<file path="src/rtl/pwm_output_gen.sv">
// pwm_output_gen: compare stage following the PWM counter.
// Double-buffers compare/mode settings (swapped only at period boundaries),
// produces the registered PWM level and a one-cycle period_done pulse.
// Optional feature macro: PWM_DEADTIME_EN adds a complementary output with
// dead-time insertion (deadtime input, pwm_out_n output, dead-time FSM).
//
// Dead-time FSM states:
//   state   | meaning
//   IDLE    | channel disabled, both outputs low
//   ON_HI   | pwm_out=1, pwm_out_n=0
//   DT      | dead time, both outputs low while dt_cnt runs down
//   ON_LO   | pwm_out=0, pwm_out_n=1
module pwm_output_gen #(
  parameter int CW  = 16,
  parameter int DTW = 8
) (
  input  logic          clk,
  input  logic          rst_n,
  input  logic          pwm_en,
  input  logic [CW-1:0] count_val,
  input  logic [CW-1:0] period,
  input  logic          upnotdown,
  input  logic [CW-1:0] compare1,
  input  logic [CW-1:0] compare2,
  input  logic [1:0]    functions,
  output logic          pwm_out,
  output logic          period_done
`ifdef PWM_DEADTIME_EN
  ,
  input  logic [DTW-1:0] deadtime,
  output logic           pwm_out_n
`endif
);

  if (CW < 1 || DTW < 1) begin : g_param_check
    $error("pwm_output_gen: CW and DTW must be at least 1");
  end

  logic [CW-1:0] cnt_prev;
  logic [CW-1:0] cmp1_sh;
  logic [CW-1:0] cmp2_sh;
  logic [1:0]    func_sh;

  logic          wrap;
  logic          load_sh;
  logic [CW-1:0] cmp1_eff;
  logic [CW-1:0] cmp2_eff;
  logic [1:0]    func_eff;
  logic          raw;

  // Boundary detect and shadow selection; a freshly loaded shadow already
  // governs the first count of the new period.
  always_comb begin
    wrap     = (count_val != cnt_prev) &&
               (count_val == (upnotdown ? {CW{1'b0}} : period));
    load_sh  = !pwm_en || wrap;
    cmp1_eff = load_sh ? compare1  : cmp1_sh;
    cmp2_eff = load_sh ? compare2  : cmp2_sh;
    func_eff = load_sh ? functions : func_sh;
  end

  // Raw PWM level: pure unsigned compares, no arithmetic on count_val.
  always_comb begin
    raw = 1'b0;
    if (func_eff[1]) begin
      raw = (cmp1_eff <= count_val) && (count_val < cmp2_eff);
    end else if (func_eff[0]) begin
      raw = (count_val >= cmp1_eff);
    end else begin
      raw = (count_val < cmp1_eff);
    end
  end

  // Previous-count tracker, shadow registers and period boundary pulse.
  always_ff @(posedge clk or negedge rst_n) begin
    if (!rst_n) begin
      cnt_prev    <= '0;
      cmp1_sh     <= '0;
      cmp2_sh     <= '0;
      func_sh     <= '0;
      period_done <= 1'b0;
    end else begin
      cnt_prev    <= count_val;
      period_done <= pwm_en && wrap;
      if (load_sh) begin
        cmp1_sh <= compare1;
        cmp2_sh <= compare2;
        func_sh <= functions;
      end
    end
  end

`ifdef PWM_DEADTIME_EN

  typedef enum logic [1:0] {
    IDLE  = 2'd0,
    ON_HI = 2'd1,
    DT    = 2'd2,
    ON_LO = 2'd3
  } state_t;

  state_t         state;
  state_t         state_nx;
  logic [DTW-1:0] dt_cnt;
  logic [DTW-1:0] dt_cnt_nx;
  logic           dt_zero;

  // Next-state logic; a zero dead time swaps sides directly without DT.
  always_comb begin
    state_nx  = state;
    dt_cnt_nx = dt_cnt;
    dt_zero   = (deadtime == '0);
    if (!pwm_en) begin
      state_nx = IDLE;
    end else begin
      case (state)
        IDLE: begin
          if (!raw) begin
            state_nx = ON_LO;
          end else if (dt_zero) begin
            state_nx = ON_HI;
          end else begin
            state_nx  = DT;
            dt_cnt_nx = deadtime;
          end
        end
        ON_HI: begin
          if (!raw) begin
            if (dt_zero) begin
              state_nx = ON_LO;
            end else begin
              state_nx  = DT;
              dt_cnt_nx = deadtime;
            end
          end
        end
        ON_LO: begin
          if (raw) begin
            if (dt_zero) begin
              state_nx = ON_HI;
            end else begin
              state_nx  = DT;
              dt_cnt_nx = deadtime;
            end
          end
        end
        DT: begin
          if (dt_cnt == '0) begin
            state_nx = raw ? ON_HI : ON_LO;
          end else begin
            dt_cnt_nx = dt_cnt - DTW'(1);
          end
        end
        default: state_nx = IDLE;
      endcase
    end
  end

  // State register with outputs registered from the next state.
  always_ff @(posedge clk or negedge rst_n) begin
    if (!rst_n) begin
      state     <= IDLE;
      dt_cnt    <= '0;
      pwm_out   <= 1'b0;
      pwm_out_n <= 1'b0;
    end else begin
      state     <= state_nx;
      dt_cnt    <= dt_cnt_nx;
      pwm_out   <= (state_nx == ON_HI);
      pwm_out_n <= (state_nx == ON_LO);
    end
  end

`else

  // Registered PWM output, forced low while the channel is disabled.
  always_ff @(posedge clk or negedge rst_n) begin
    if (!rst_n) begin
      pwm_out <= 1'b0;
    end else begin
      pwm_out <= pwm_en && raw;
    end
  end

`endif

endmodule
</file>
<file path="config.mk">
export PLATFORM = sky130hd
export DESIGN_NAME = pwm_output_gen
export DESIGN_NICKNAME = d
export VERILOG_FILES = /design/src/rtl/pwm_output_gen.sv
export SDC_FILE = /design/constraint.sdc
export NUM_CORES = 1
export LEC_CHECK = 0
export CORE_ASPECT_RATIO = 0.75
export CORE_UTILIZATION = 55
export DETAILED_ROUTE_END_ITERATION = 7
export PLACE_DENSITY = 0.87
export RECOVER_POWER = 25
export SLEW_MARGIN = 20
export SYNTH_ARGS = -nofsm -noshare
export SYNTH_HDL_FRONTEND = slang
export SYNTH_SLANG_ARGS = --single-unit
</file>
<file path="constraint.sdc">
create_clock -name clk -period 7.98 [get_ports clk]
set_input_delay 0.798 -clock clk [delete_from_list [all_inputs] [get_ports clk]]
set_output_delay 0.798 -clock clk [all_outputs]
set_load 0.02 [all_outputs]
</file>
## Word-level counts from Yosys, hierarchy flattened

Cells that the tools add are included.

| storage, ports and cells | value |
|---|---|
| register bits after elaboration | 52 |
| bits of input ports | 70 |
| output and inout port bits | 2 |
| logic and storage cells | 24 |

| operators by class | value |
|---|---|
| $lt $le $gt $ge | 4 |
| equality and inequality tests | 2 |
| muxes and demuxes | 6 |
| reductions and logical operators | 6 |

Operator list:

| kind | number |
|---|---|
| two-way mux 16 bit | 3 |
| less-than comparator 16 bit | 2 |
| equality test 16 bit | 1 |
| >= comparator 16 bit | 1 |
| <= comparator 16 bit | 1 |
| != test 16 bit | 1 |
| logical AND 1 bit | 4 |
| two-way mux 1 bit | 2 |
| two-way mux 2 bit | 1 |
| logical NOT 1 bit | 1 |
| logical OR 1 bit | 1 |

## Longest topological paths before layout

Gate-level depths: netlist of run 1.

| logic depth | value |
|---|---|
| depth in word-level cells | 9 |
| depth in mapped cells | 16 |
| mapped depth without buffers | 15 |

## Worst setup path after synthesis of run 1

OpenSTA, ideal clock, no wires.

| timing path | value |
|---|---|
| path type | input -> register |
| start point | input port upnotdown |
| end point | register pwm_out |
| library setup time | 0.122 ns |
| arrival time | 4.067 ns |
| required time | 7.858 ns |
| path slack | 3.792 ns |
| stages | 16 |
| buffers on the path | 2 |
| cell sequence | buf_6 -> and3b_1 -> a22oi_1 -> a32oi_2 -> and4_1 -> a21oi_2 -> buf_4 -> mux2i_1 -> ha_1 -> a21oi_1 -> nor2b_1 -> o41ai_1 -> a32oi_1 -> or4_1 -> o41a_1 -> a32o_1 |

| between the ends | value |
|---|---|
| longest elaborated chain between the ends | 9 |
| elaborated cells between the ends (all ways) | 15 |
| classes of those cells | 4 x order compare; 1 x eq/ne; 6 x mux; 4 x reduce/logical |

RTL lines:

| item | RTL line | source |
|---|---|---|
| start, declared | 22 | `input logic upnotdown,` |
| two-way mux 16 bit (*) | 55 | `(count_val == (upnotdown ? {CW{1'b0}} : period));` |
| equality test 16 bit (*) | 55 |  |
| logical AND 1 bit (*) | 54 | `wrap = (count_val != cnt_prev) &&` |
| logical OR 1 bit (*) | 56 | `load_sh = !pwm_en \|\| wrap;` |
| two-way mux 16 bit | - |  |
| less-than comparator 16 bit, or another cell as far along | 70 | `raw = (count_val < cmp1_eff);` |
| two-way mux 1 bit / logical AND 1 bit (equally long branches) | 67, 66 |  |
| two-way mux 1 bit (*) | 65 | `if (func_eff[1]) begin` |
| logical AND 1 bit (*) | 181 | `pwm_out <= pwm_en && raw;` |
| end signal, assigned | 181 |  |
| end, declared | 26 | `output logic pwm_out,` |

Every way passes the cells marked *; elsewhere a longest branch is shown, timed or not.

## Final worst setup path of run 1

| timing path | value |
|---|---|
| start point | input port upnotdown |
| end point | register pwm_out |

| between the ends | value |
|---|---|
| longest elaborated chain between the ends | 9 |
| elaborated cells between the ends (all ways) | 15 |
| classes of those cells | 4 x order compare; 1 x eq/ne; 6 x mux; 4 x reduce/logical |

RTL lines:

| item | RTL line | source |
|---|---|---|
| two-way mux 16 bit (*) | 55 |  |
| equality test 16 bit (*) | 55 |  |
| logical AND 1 bit (*) | 54 |  |
| logical OR 1 bit (*) | 56 |  |
| two-way mux 16 bit (*) | - |  |
| net cmp1_eff[9] | 46 | `logic [CW-1:0] cmp1_eff;` |
| less-than comparator 16 bit, or another cell as far along | 70 |  |
| two-way mux 1 bit / logical AND 1 bit (equally long branches) | 67, 66 |  |
| two-way mux 1 bit (*) | 65 |  |
| logical AND 1 bit (*) | 181 |  |

The timed path passes the listed nets; every way through them passes the cells marked *.

==> flow_summary.json, run 1 <==
{
  "run_status": "finished, violations left",
  "die_area_um2": 6240,
  "drc": 0,
  "final_area_um2": 4140,
  "fin_util_pct": 74.8,
  "cts_hold_buf": 0,
  "place_congestion": 0.856,
  "failed_checks": "capacitance limit, slew limit",
  "nets": 487,
  "tns_ps": 0,
  "ant_nets": 0,
  "dpl.cell_count": 454,
  "viasPerCell": 5.72,
  "cts.path.max_buffers": 2,
  "critical_path_class": "in -> reg",
  "regArea_um2": 1300,
  "final_cells": 462,
  "max_freq_ghz": 0.176,
  "critical_path_peak_fanout": 24,
  "die_h_um": 68.7,
  "row_count": 23,
  "synth_fp_nets": 412,
  "clk_pin_slew_ps": 100,
  "post_cts_buffers": 0,
  "cp-start-kind": "input pin",
  "synth_seq_cells": 52,
  "tightest_slew_ps": 2710,
  "drv_slew": 53,
  "nFillCells": 413,
  "antenna_found_initial": 0,
  "drtIter0Drc": 127,
  "dp_hpwl_um": 6280,
  "drv_cap": 1,
  "skew_ps": 13.9,
  "ys_seq_area_share_pct": 39.9,
  "vias": 2641,
  "synth-edff-count": 0,
  "met1_usage_pct": 37.2,
  "setup_ws_ps": 2300,
  "min_period_over_period_pct": 71.2,
  "layout-drive-gt1-share_pct": 5.94,
  "htreeDepth": 2,
  "final_hold_viol_count": 0,
  "grt_util_met3_pct": 4.71,
  "syn_inst": 311,
  "yosysUniqueCellTypes": 50,
  "crit_arrival_ps": 5880,
  "cts_tree": "built",
  "max-slew-margin-rel_pct": -80.5,
  "hold_class": "reg -> reg",
  "cts_resized": 0,
  "grt_pass1_vias": 2596,
  "pwr_density_cell_nw_per_um2": 151,
  "hold_path_depth": 2,
  "placed_area_um2": 4040,
  "ir_drop_mv": 0.0919,
  "synth_flop_cell": "dfrtp_1",
  "first_pass_iters": 4,
  "synth.avg_cell_area_um2": 10.5,
  "wire_per_inst_um": 17.5,
  "cts_root_buf": "clkbuf_8",
  "drt_wl_total_um": 8080,
  "clock-sinks": 52,
  "grt_pass1_wl_um": 12900,
  "yosysWarnings": 0,
  "grt_setup_unrepaired": "false",
  "worstRegToRegCells": 15,
  "p_leak_nw": 1.89,
  "setup_viol": 0,
  "overflow": 0,
  "track_usage_pct": 27.9,
  "crit_required_ps": 8180,
  "syn_area_um2": 3260,
  "ios": 72,
  "post-route-min-period_ps": 5680,
  "multi_input_area_um2": 1780,
  "numCtsBuffers": 5,
  "numPortBuffers": 71,
  "grt_max_degree": 53,
  "syn2layout_area_growth_pct": 26.9,
  "dpl_worst_slack_ps": 2010,
  "use_met2_pct": 45.7,
  "initial_core_util_pct": 59.0,
  "busiest_layer": "met2",
  "async_flop_share_pct": 100,
  "clock_latency_ps": 320,
  "crit_path_end_kind": "flip-flop",
  "diodes": 0,
  "die_w_um": 90.9,
  "core_um2": 5530
}
## cell type report
class,count,share of cell area [%]
clock buffer,5,1.66
clock inverter,3,0.666
inverter,38,3.45
multi-input combinational,216,43.1
sequential,52,31.5
tap,75,2.27
timing repair buffer,73,17.3
## worst max-delay path: stages
cell and delay, ps:
clkdlybuf4s50_1 950, and2b_1 260, a32oi_1 270, a32oi_2 120, and4_1 270, a21oi_4 800
mux2_2 330, inv_1 50, ha_1 280, nand2_1 100, nor4_1 330, o41ai_1 130
a32oi_1 500, a21oi_1 140, mux2_2 280, a32o_1 250
## cell families after synthesis
group                      share of synthesized area, %
AOI/OAI and AO/OA                                  12.0
xor gates and xnor gates                           6.45
adders and majority gates                          11.9
buffers and inverters                              5.57
DFF                                                39.9
muxes                                              10.7
and+or+nand+nor                                    13.5
## per-stage QoR
step,power [mW],hold WS [ps]
after floorplan,0.386,456
after global placement,0.459,472
after detailed placement,0.466,482
after CTS,0.625,506
after global routing,0.656,520
final,0.624,502
## path summary, 6_finish.rpt
kind                                  start           to  slack (ps)
worst max-delay path              upnotdown      pwm_out        2300
worst min-delay path            cmp2_sh[14]  cmp2_sh[14]         500
worst max register to register  cnt_prev[4]      pwm_out        3240
worst min register to register  cmp2_sh[14]  cmp2_sh[14]         500
max in group asynchronous             rst_n  cmp2_sh[14]        5030
min in group asynchronous             rst_n  cnt_prev[8]        1430
## layer usage
layer	up-vias	share of wire [%]	wire length [um]
met5	-	0	0
met2	98	44	3590
met4	0	2.9	232
met3	22	7.0	565
li1	1277	-	-
met1	1244	46	3700
## power breakdown
| group | total, mW | internal [mW] | switching, mW |
|---|---|---|---|
| Sequential | 0.293 | 0.285 | 0.00745 |
| Clock | 0.161 | 0.0646 | 0.0964 |
| Combinational | 0.170 | 0.0821 | 0.0877 |
| Total | 0.624 | 0.432 | 0.191 |
## state kept, by name, summed over array words and instances, names as in the netlist
register	count
cmp1_sh	16
cmp2_sh	16
cnt_prev	16
func_sh	2
period_done	1
pwm_out	1
## cell usage after synthesis, types with 2 or more instances
cell type,number,area share [%]
nor3_1,4,0.61
mux2i_1,28,8.6
a32oi_2,2,1.0
ha_1,31,12
and4_1,2,0.54
inv_1,38,4.4
o211ai_1,2,0.46
nand3_1,6,0.92
nor4b_1,4,1.1
nor2_1,23,2.6
nor4_1,6,1.2
o21ai_0,12,1.8
nand2b_1,2,0.38
a21oi_1,7,1.1
a211oi_1,3,0.69
nand4b_1,3,0.81
dfrtp_1,52,40
a21o_1,4,0.92
nor4bb_1,2,0.61
buf_4,3,0.69
mux2_2,6,2.1
nand2_1,9,1.0
nor2b_1,2,0.38
a31oi_1,3,0.58
a32oi_1,4,1.1
xor2_1,16,4.3
nand4_1,6,1.2
xnor2_1,8,2.1
a22oi_1,2,0.46
## cells in the final DEF (no fill, tap or decap), types with 3 or more instances in the layout
master            n
a211oi_1          3
a21o_1            4
a21oi_1           7
a31oi_1           3
a32oi_1           4
clkbuf_8          5
clkdlybuf4s50_1  70
dfrtp_1          52
ha_1             31
inv_1            38
mux2_2            6
mux2i_1          28
nand2_1           9
nand3_1           6
nand4_1           6
nand4b_1          3
nor2_1           23
nor3_1            4
nor4_1            6
nor4b_1           4
o21ai_0          12
xnor2_1           8
xor2_1           16
No activity file was read; power rests on OpenSTA's default activity.
==> run 2, diff against run 1 <==
--- a/config.mk
+++ b/config.mk
@@ -6,9 +6,9 @@
 export NUM_CORES = 1
 export LEC_CHECK = 0
 export CORE_ASPECT_RATIO = 0.75
-export CORE_UTILIZATION = 55
+export CORE_UTILIZATION = 51
 export DETAILED_ROUTE_END_ITERATION = 7
-export PLACE_DENSITY = 0.87
+export PLACE_DENSITY = 0.82
 export RECOVER_POWER = 25
 export SLEW_MARGIN = 20
 export SYNTH_ARGS = -nofsm -noshare
==> constraint.sdc (replaced) <==
create_clock -name clk -period 5.8 [get_ports clk]
set_input_delay 0.58 -clock clk [delete_from_list [all_inputs] [get_ports clk]]
set_output_delay 0.58 -clock clk [all_outputs]
set_load 0.02 [all_outputs]
==> run 2 against run 1 <==
The flow still finishes with violations (capacitance limit, slew limit); register-to-register slack worse by 2000 ps; hold slack better by 0.95 ps; clock power is 35% higher; setup slack worse by 1600 ps; combinational power is 38% higher; non-clock buffer count is 6 higher; total power is 37% higher; flip-flop and latch count stayed put; clock skew is 2.1 ps lower; sequential share of layout area is 0.33 points lower; critical path depth stayed put; critical path type unchanged; highest routed layer unchanged.
==> flow_summary.json, run 2 (synthesized netlist as in run 1, its figures left out) <==
{
  "post_cts_buffers": 0,
  "critical_path_peak_fanout": 18,
  "tightest_slew_ps": 2760,
  "final_area_um2": 4180,
  "final_cells": 471,
  "first_pass_iters": 4,
  "cp-start-kind": "input pin",
  "numCtsBuffers": 5,
  "crit_arrival_ps": 5280,
  "path_cells": "clkdlybuf4s50_1, xor2_1, nor4_1, nand4_1, and2_1, a21oi_4, buf_4, mux2i_1, ha_1, nand4_1, nor4_1, o41ai_1, a32oi_1, a21oi_1, mux2_2, a32o_1",
  "critical_path_class": "in -> reg",
  "overflow": 0,
  "cts_hold_buf": 0,
  "die_h_um": 71.2,
  "critPathMaxStageDelay_ps": 600,
  "drv_cap": 1,
  "cts_root_buf": "clkbuf_8",
  "grt_pass1_vias": 2668,
  "run_status": "finished, violations left",
  "row_count": 24,
  "reg.largest.list": "cmp1_sh x16, cmp2_sh x16, cnt_prev x16",
  "ios": 72,
  "clock_latency_ps": 320,
  "setup_viol": 0,
  "numPortBuffers": 71,
  "ant_nets": 0,
  "crit_path_end_kind": "flip-flop",
  "crit_required_ps": 6010,
  "antenna_found_initial": 0,
  "drc": 0,
  "initial_core_util_pct": 54.5,
  "grt_max_degree": 53,
  "final_cell_mix": "clkdlybuf4s50_1 (70), dfrtp_1 (52), inv_1 (38), ha_1 (31), mux2i_1 (28)",
  "slowest_stage": "clkdlybuf4s50_1",
  "post-route-min-period_ps": 5070,
  "grt_setup_unrepaired": "false",
  "hold_class": "reg -> reg",
  "clock-sinks": 52,
  "min_period_over_period_pct": 87.4,
  "final_hold_viol_count": 0,
  "diodes": 0,
  "failed_checks": "capacitance limit, slew limit",
  "multi_input_area_um2": 1780,
  "wire_per_inst_um": 17.1,
  "worst-path-buf-inv": 2,
  "syn2layout_area_growth_pct": 28.2,
  "nFillCells": 454,
  "max-slew-margin-rel_pct": -83.8,
  "max_freq_ghz": 0.197,
  "layout-drive-gt1-share_pct": 7.38,
  "drt_wl_total_um": 8050,
  "p_leak_nw": 1.92,
  "path_delay_family": "compound AO/OA/AOI/OAI gates",
  "place_congestion": 0.908,
  "htreeDepth": 2,
  "clk_pin_slew_ps": 100,
  "cts_tree": "built",
  "nets": 493,
  "skew_ps": 11.8,
  "die_area_um2": 6720,
  "core_um2": 5980,
  "grt_pass1_wl_um": 13000,
  "ir_drop_mv": 0.140,
  "viasPerCell": 5.66,
  "regArea_um2": 1300,
  "tns_ps": 0,
  "die_w_um": 94.3,
  "placed_area_um2": 4090,
  "drv_slew": 53,
  "drtIter0Drc": 101,
  "cts_resized": 0,
  "dp_hpwl_um": 6430,
  "vias": 2664,
  "track_usage_pct": 25.9,
  "layout_commonest_cell": "clkdlybuf4s50_1",
  "pwr_density_cell_nw_per_um2": 205,
  "dpl.cell_count": 463,
  "cts.path.max_buffers": 2
}
[run 2: tightest hold or removal path, delay by kind of cell (launching register included)]
kind                   cells  cell delay (ps)
muxes                      1               80
buffers and inverters      1               60
DFF                        1              340
[run 2: final timing paths]
path / cells after the start / endpoint / slack (ps) / start
worst max-delay path: 16 / pwm_out / 730 / count_val[4]
worst min-delay path: 2 / cmp2_sh[6] / 500 / cmp2_sh[6]
worst max register to register: 15 / pwm_out / 1290 / cnt_prev[4]
worst min register to register: 2 / cmp2_sh[6] / 500 / cmp2_sh[6]
max in group asynchronous: 2 / cmp2_sh[13] / 3020 / rst_n
min in group asynchronous: 2 / cmp1_sh[9] / 1230 / rst_n
[run 2: where the power goes]
part | total, mW | leakage (nW) | switching [mW] | internal [mW]
sequential | 0.403 | 0.611 | 0.00988 | 0.393
clock | 0.218 | 0.0485 | 0.131 | 0.0868
combinational | 0.235 | 1.26 | 0.120 | 0.116
[run 2: layout make-up]
type	count	share of cell area (%)
Multi-Input combinational cell	216	42.7
Sequential cell	52	31.1
Timing Repair Buffer	79	18.2
Inverter	38	3.41
Tap cell	78	2.34
Clock buffer	5	1.65
Clock inverter	3	0.539
[run 2: through the flow]
step           util (%)  setup WS, ps  hold slack [ps]  total power, mW
4_1_cts            70.0           776              404            0.859
3_3_place_gp       68.5           629              476            0.636
6_report           69.9           729              503            0.856
2_1_floorplan         -          1830              284            0.531
5_1_grt            69.9           437              528            0.907
3_5_place_dp       68.5           465              483            0.645
[run 2: layer usage]
layer,vias to the layer above,global-route usage (%),wire length [um]
met5,-,0,0
li1,1291,-,-
met4,0,6.50,99
met2,93,41.9,3590
met1,1269,35.5,3820
met3,11,5.63,546
==> run 3, diff against run 2 <==
--- a/config.mk
+++ b/config.mk
@@ -5,6 +5,7 @@
 export SDC_FILE = /design/constraint.sdc
 export NUM_CORES = 1
 export LEC_CHECK = 0
+export CAP_MARGIN = 20
 export CORE_ASPECT_RATIO = 0.75
 export CORE_UTILIZATION = 51
 export DETAILED_ROUTE_END_ITERATION = 7
==> results of run 3 <==
No change in the layout: final DEF, timing and power equal those of run 2.
